File: src/rtl/tlp_xcvr_pkg.sv
// Shared types and defaults for the TLP transceiver, including the FPGA-to-host (F2C) packing path.
package tlp_xcvr_pkg;

    typedef logic [63:0] uint64;
    typedef logic [31:0] uint32;

    // 32 qwords holds two full 16-qword F2C TLPs.
    localparam int F2C_FIFO_DEPTH_NBITS = 5;

    function automatic uint64 packQword(input uint32 lowWord, input uint32 highWord);
        return {highWord, lowWord};
    endfunction

endpackage

File: src/rtl/f2c_fifo.sv
// First-word-fall-through qword FIFO with occupancy count and synchronous flush.
module f2c_fifo
    import tlp_xcvr_pkg::*;
#(
    parameter int DEPTH_NBITS = F2C_FIFO_DEPTH_NBITS
) (
    input  logic                 clk_in,
    input  logic                 reset_in,
    input  logic                 flush_in,
    input  logic                 wrEn_i,
    input  uint64                wrData_i,
    input  logic                 rdEn_i,
    output uint64                rdData_o,
    output logic [DEPTH_NBITS:0] count_o,
    output logic                 full_o,
    output logic                 empty_o
);

    localparam int DEPTH = 1 << DEPTH_NBITS;
    localparam logic [DEPTH_NBITS-1:0] PTR_ONE    = DEPTH_NBITS'(1);
    localparam logic [DEPTH_NBITS:0]   COUNT_ONE  = (DEPTH_NBITS + 1)'(1);
    localparam logic [DEPTH_NBITS:0]   FULL_COUNT = (DEPTH_NBITS + 1)'(DEPTH);

    uint64                  mem_q [DEPTH];
    logic [DEPTH_NBITS-1:0] wrPtr_q;
    logic [DEPTH_NBITS-1:0] wrPtr_d;
    logic [DEPTH_NBITS-1:0] rdPtr_q;
    logic [DEPTH_NBITS-1:0] rdPtr_d;
    logic [DEPTH_NBITS:0]   count_q;
    logic [DEPTH_NBITS:0]   count_d;
    logic                   doWrite;
    logic                   doRead;

    assign full_o   = (count_q == FULL_COUNT);
    assign empty_o  = (count_q == '0);
    assign count_o  = count_q;
    assign rdData_o = mem_q[rdPtr_q];

    // Flush beats both ports; the full/empty guards rule out overflow and underflow.
    assign doWrite = wrEn_i && !full_o && !flush_in;
    assign doRead  = rdEn_i && !empty_o && !flush_in;

    always_comb begin
        wrPtr_d = wrPtr_q;
        rdPtr_d = rdPtr_q;
        count_d = count_q;
        if (flush_in) begin
            wrPtr_d = '0;
            rdPtr_d = '0;
            count_d = '0;
        end else begin
            if (doWrite) begin
                wrPtr_d = wrPtr_q + PTR_ONE;
            end
            if (doRead) begin
                rdPtr_d = rdPtr_q + PTR_ONE;
            end
            if (doWrite && !doRead) begin
                count_d = count_q + COUNT_ONE;
            end else if (doRead && !doWrite) begin
                count_d = count_q - COUNT_ONE;
            end
        end
    end

    always_ff @(posedge clk_in) begin
        if (reset_in) begin
            wrPtr_q <= '0;
            rdPtr_q <= '0;
            count_q <= '0;
        end else begin
            wrPtr_q <= wrPtr_d;
            rdPtr_q <= rdPtr_d;
            count_q <= count_d;
        end
    end

    // Storage is deliberately left unreset; entries are only visible once written.
    always_ff @(posedge clk_in) begin
        if (doWrite) begin
            mem_q[wrPtr_q] <= wrData_i;
        end
    end

endmodule

File: src/rtl/f2c_packer.sv
// Packs pairs of 32-bit application words into 64-bit qwords (first word low) and
// buffers them in an FWFT FIFO feeding the transceiver's f2cData/f2cValid/f2cReady.
module f2c_packer
    import tlp_xcvr_pkg::*;
#(
    parameter int DEPTH_NBITS = F2C_FIFO_DEPTH_NBITS
) (
    input  logic                 clk_in,
    input  logic                 reset_in,
    input  logic                 flush_in,
    input  logic [31:0]          data_in,
    input  logic                 valid_in,
    output logic                 ready_out,
    output uint64                data_out,
    output logic                 valid_out,
    input  logic                 ready_in,
    output logic [DEPTH_NBITS:0] count_out
);

    logic        lowHeld_q;
    logic        lowHeld_d;
    logic [31:0] holdWord_q;
    logic [31:0] holdWord_d;
    logic        fifoFull;
    logic        fifoEmpty;
    logic        wordAccept;
    logic        qwordWrite;
    logic        qwordRead;
    uint64       packedQword;

    // A low word can always be parked; only a high word needs FIFO room.
    // Kept independent of ready_in so a full FIFO is never written even on a same-edge read.
    assign ready_out   = !reset_in && !flush_in && (!lowHeld_q || !fifoFull);
    assign wordAccept  = valid_in && ready_out;
    assign qwordWrite  = wordAccept && lowHeld_q;
    assign valid_out   = !fifoEmpty;
    assign qwordRead   = valid_out && ready_in;
    assign packedQword = packQword(holdWord_q, data_in);

    always_comb begin
        lowHeld_d  = lowHeld_q;
        holdWord_d = holdWord_q;
        if (flush_in) begin
            lowHeld_d = 1'b0;
        end else if (wordAccept) begin
            if (lowHeld_q) begin
                lowHeld_d = 1'b0;
            end else begin
                lowHeld_d  = 1'b1;
                holdWord_d = data_in;
            end
        end
    end

    always_ff @(posedge clk_in) begin
        if (reset_in) begin
            lowHeld_q  <= 1'b0;
            holdWord_q <= '0;
        end else begin
            lowHeld_q  <= lowHeld_d;
            holdWord_q <= holdWord_d;
        end
    end

    f2c_fifo #(
        .DEPTH_NBITS (DEPTH_NBITS)
    ) u_fifo (
        .clk_in   (clk_in),
        .reset_in (reset_in),
        .flush_in (flush_in),
        .wrEn_i   (qwordWrite),
        .wrData_i (packedQword),
        .rdEn_i   (qwordRead),
        .rdData_o (data_out),
        .count_o  (count_out),
        .full_o   (fifoFull),
        .empty_o  (fifoEmpty)
    );

endmodule

File: config.mk
export PLATFORM = sky130hd
export DESIGN_NAME = f2c_packer
export DESIGN_NICKNAME = d
export VERILOG_FILES = /design/src/rtl/tlp_xcvr_pkg.sv /design/src/rtl/f2c_fifo.sv /design/src/rtl/f2c_packer.sv
export SDC_FILE = /design/constraint.sdc
export NUM_CORES = 2
export LEC_CHECK = 0
export CORE_ASPECT_RATIO = 1.25
export CORE_UTILIZATION = 45
export CTS_BUF_LIST = sky130_fd_sc_hd__clkbuf_4 sky130_fd_sc_hd__clkbuf_8
export DETAILED_ROUTE_END_ITERATION = 8
export HOLD_SLACK_MARGIN = 0.05
export PLACE_DENSITY = 0.58
export SYNTH_ARGS = -nofsm -noshare
export SYNTH_HDL_FRONTEND = slang
export SYNTH_SLANG_ARGS = --single-unit
export TNS_END_PERCENT = 5
File: constraint.sdc
create_clock -name clk_in -period 7.05 [get_ports clk_in]
set_input_delay 1.41 -clock clk_in [delete_from_list [all_inputs] [get_ports clk_in]]
set_output_delay 1.41 -clock clk_in [all_outputs]
set_load 0.05 [all_outputs]
==> results.md <==
- Crit path kind: reg -> out
- Number of cell rows: 172
- Syn avg cell area: 20.58 um2
- GRT met2 Usage: 39.02%
- Initial core utilization: a little under half
- CP arrival: between 5 and 6 ns
- Final hold viol count: 0
- Simple-Gate Fraction of Synth Area: approximately 2.2%
- Largest net degree at the start of global routing: between 100 and 150
- Crit path capture type: output pin
- Final setup viols: 0
- Core Region: 176,000 um2
- DRC errors left: 0
- Crit path largest cell delay: 1.03 ns
- Distinct cells, synth: 54
- Detailed Place HPWL: 104,100 um
- Slowest-stage cell, CP: dfxtp_4
- Status: completed
- Initial antenna violation count: 11
- Layout Cells excl Fill: 6,809
- Share of layout cells above drive strength 1: 22.57%
- Compound-Gate Fraction of Synth Area: 4.069%
- Fillers: 14.15k
- WP buf/inv: 3
- Total track usage: 23.19%
- Gr ovfl total: 0
- Area taken by multi-input logic gates: 16,540 um2
- Combinational family with the most area after synthesis: multiplexers
- Final Cycle Share: between 90% and 100%
- RSZ-0062 raised after global routing: no
- Hold WC Path Type: reg -> reg
- Hold_buf cts: 0
- Die Y: 472.9 um
- Max-cap check violation count: 0
- Number of global-route vias before repair: 40.61k
- Post-Synth XOR/XNOR Area: 0.04389%
- Post-DRT Antenna Nets: 0
- Total Power: 24.31 mW
- CTS resizes: 0
- Synthesis Warnings: 0
- Multiplexer share of the synthesized area: 13.80%
- FF/Latch Area: 62,590 um2
- Design area: just over 90,000 um2
- Maximum vdd drop: 0.1899 mV
- Crit path cell chain: nor2b_4, buf_4, nor2b_4, buf_4, a22oi_1, nand3_1, clkdlybuf4s50_1
- Dpl cells: 6,217
- Post-Syn Area: around 80,000 um2
- Number of buffers created by CTS: 342
- Async SR Flop Fraction: 0%
- M1 GR Usage: 30.22%
- Placer Congestion: 0.7380
- Iteration-0 DRC Markers: 3,962
- Slew Limit Fails: 0
- Hold slack final: 0.5247 ns
- Mapped Cells: 3,879
- Max clock buf depth: 4
- Area grow syn2layout: 14.00%
- Worst path required time: 5.64 ns
- CP Launch Type: flip-flop
- Syn Nets: 3,927
- Setup Fix Bufs, Post-CTS: 0
- Port Buf Inserts: between 100 and 150
- Register area share after synthesis: 78.39%
- H-tree depth: 5
- Slew margin rel.: around 15%
- Number of synthesized flops with an enable pin: between 2k and 2.5k
- Met3 global-route usage: between 4 and 5%
- Crit-path leading delay family: buffers and inverters
- Post-Place Cell Area: 84,390 um2
- Routed vias/inst: 5.877
- Achievable Freq: 154.6 MHz
- Clk Tree Root Cell: clkbuf_8
- Gr busiest metal: met2
- Clock-pin slew on the worst setup and hold paths: 0.06 ns
- Die area: 179,100 um2
- Leakage: 26.03 nW
- Post-route minimum period: 6.467 ns
- Clock Skew: 0.08316 ns
- CTS tree: yes
- Clk sinks: 2,102
- CP max FO: 60
- Fin nets: 4,260
- Worst slew pin tran: 1.274 ns
- Setup TNS: 0 ns
- Pre-CTS setup slack: 1.667 ns
- PwrDens: 267.2 nW/um2
- Width of the die: 378.7 um
- Post-Synth Adder-Cell Area: 0.1818%
- Register bit total from synthesis: 2,102
- Via count: 40.02k
- Synth Flop Type: edfxtp_1
- Final wirelength: 207,500 um
- Global-route wire length before repair: 292,200 um
- Drt wl/cell: 30.47 um
- IO Pins: approximately 110
- Clock latency on the worst-skew pair: 1.05 ns
- Detailed Routing Iterations Pass 1: 6
- Fin util: 51.70%
- Setup WS post-layout: 0.5825 ns
## cells in the final DEF, fill, tap and decap left out, types with 17 or more instances in the layout
cell type / Yosys / layout
a21oi_1: 42 / 42
nand4_1: 49 / 49
nor2_4: 0 / 35
mux4_2: 289 / 289
clkinv_1: 0 / 54
clkbuf_8: 0 / 375
nand3_1: 114 / 114
a31oi_1: 18 / 18
a22o_1: 17 / 17
nand2_1: 77 / 77
a22oi_1: 344 / 344
dfxtp_1: 54 / 51
buf_12: 0 / 32
edfxtp_1: 2048 / 2048
clkbuf_4: 0 / 128
mux2i_1: 449 / 449
buf_4: 13 / 78
clkdlybuf4s50_1: 0 / 107
clkinv_2: 0 / 20
## routing by layer
layer / part of all wire (%) / up-vias
li1: - / 16867
met1: 41 / 21351
met2: 51 / 1438
met3: 6.1 / 351
met4: 2.7 / 10
met5: 0.030 / -
## sequential cells by signal (all words and copies together) (netlist names), named ones only
name,flops
u_fifo.wrPtr_q,5
u_fifo.count_o,6
u_fifo.mem_q,2048
holdWord_q,32
u_fifo.rdPtr_q,5
lowHeld_q,1
## area by class of cell
cell class,instances,share of cell area (%)
timing repair buffer,218,2.530
sequential,2102,68.78
inverter,6,0.02475
antenna,3,0.008249
clock buffer,503,6.727
tap,2349,3.229
multi-input combinational,1542,18.17
clock inverter,86,0.5348
## Yosys cell counts (all sizes together), types with 3 or more instances
| cell type | instances | share of area [%] |
|---|---|---|
| and3 | 3 | 0.024 |
| nor3b | 3 | 0.041 |
| nor2b | 13 | 0.10 |
| and2 | 4 | 0.031 |
| a31oi | 18 | 0.14 |
| ha | 10 | 0.16 |
| o311ai | 3 | 0.052 |
| nand4 | 49 | 0.38 |
| mux4 | 289 | 8.2 |
| mux2i | 449 | 5.6 |
| a21oi | 42 | 0.26 |
| nand2 | 80 | 0.39 |
| a22oi | 344 | 3.2 |
| or2 | 4 | 0.031 |
| clkbuf | 93 | 0.44 |
| a22o | 17 | 0.19 |
| nand3 | 114 | 0.71 |
| nand3b | 4 | 0.038 |
| edfxtp | 2048 | 77 |
| dfxtp | 54 | 1.4 |
| or3 | 5 | 0.039 |
| o31ai | 3 | 0.045 |
| inv | 6 | 0.028 |
| nor2 | 51 | 0.24 |
| buf | 136 | 0.88 |
| and3b | 4 | 0.044 |
| xor2 | 3 | 0.033 |
| o21ai | 7 | 0.044 |
## report_power, final
part	switching, mW	internal (mW)
combinational	0.201	0.0816
sequential	0.0504	13.7
clock	4.63	5.68
## worst reg2reg max path, delay by kind of cell (launching register included)
family / cells / cell delay, ns
adder cells (fa/ha/maj): 2 / 0.62
AO/OA/AOI/OAI: 4 / 0.85
flip-flops: 1 / 0.37
AND/OR/NAND/NOR: 3 / 1.46
buffers and inverters: 1 / 0.15
## kinds of logic after synthesis
group / Yosys count
AND/OR/NAND/NOR: 344
adder cells (fa/ha/maj): 11
flip-flops: 2102
multiplexers: 739
AO/OA/AOI/OAI: 444
buffers and inverters: 235
XOR/XNOR: 4
## final timing paths
| check | endpoint | depth (start not counted) | slack [ns] | startpoint |
|---|---|---|---|---|
| max | data_out[20] | 7 | 0.58 | flip-flop |
| min | u_fifo.rdPtr_q[4] | 2 | 0.52 | u_fifo.rdPtr_q[4] |
| max reg2reg | u_fifo.count_o[5] | 10 | 3.53 | u_fifo.count_o[0] |
| min reg2reg | u_fifo.rdPtr_q[4] | 2 | 0.52 | u_fifo.rdPtr_q[4] |
Note: power is estimated with default switching activity, not from simulation.
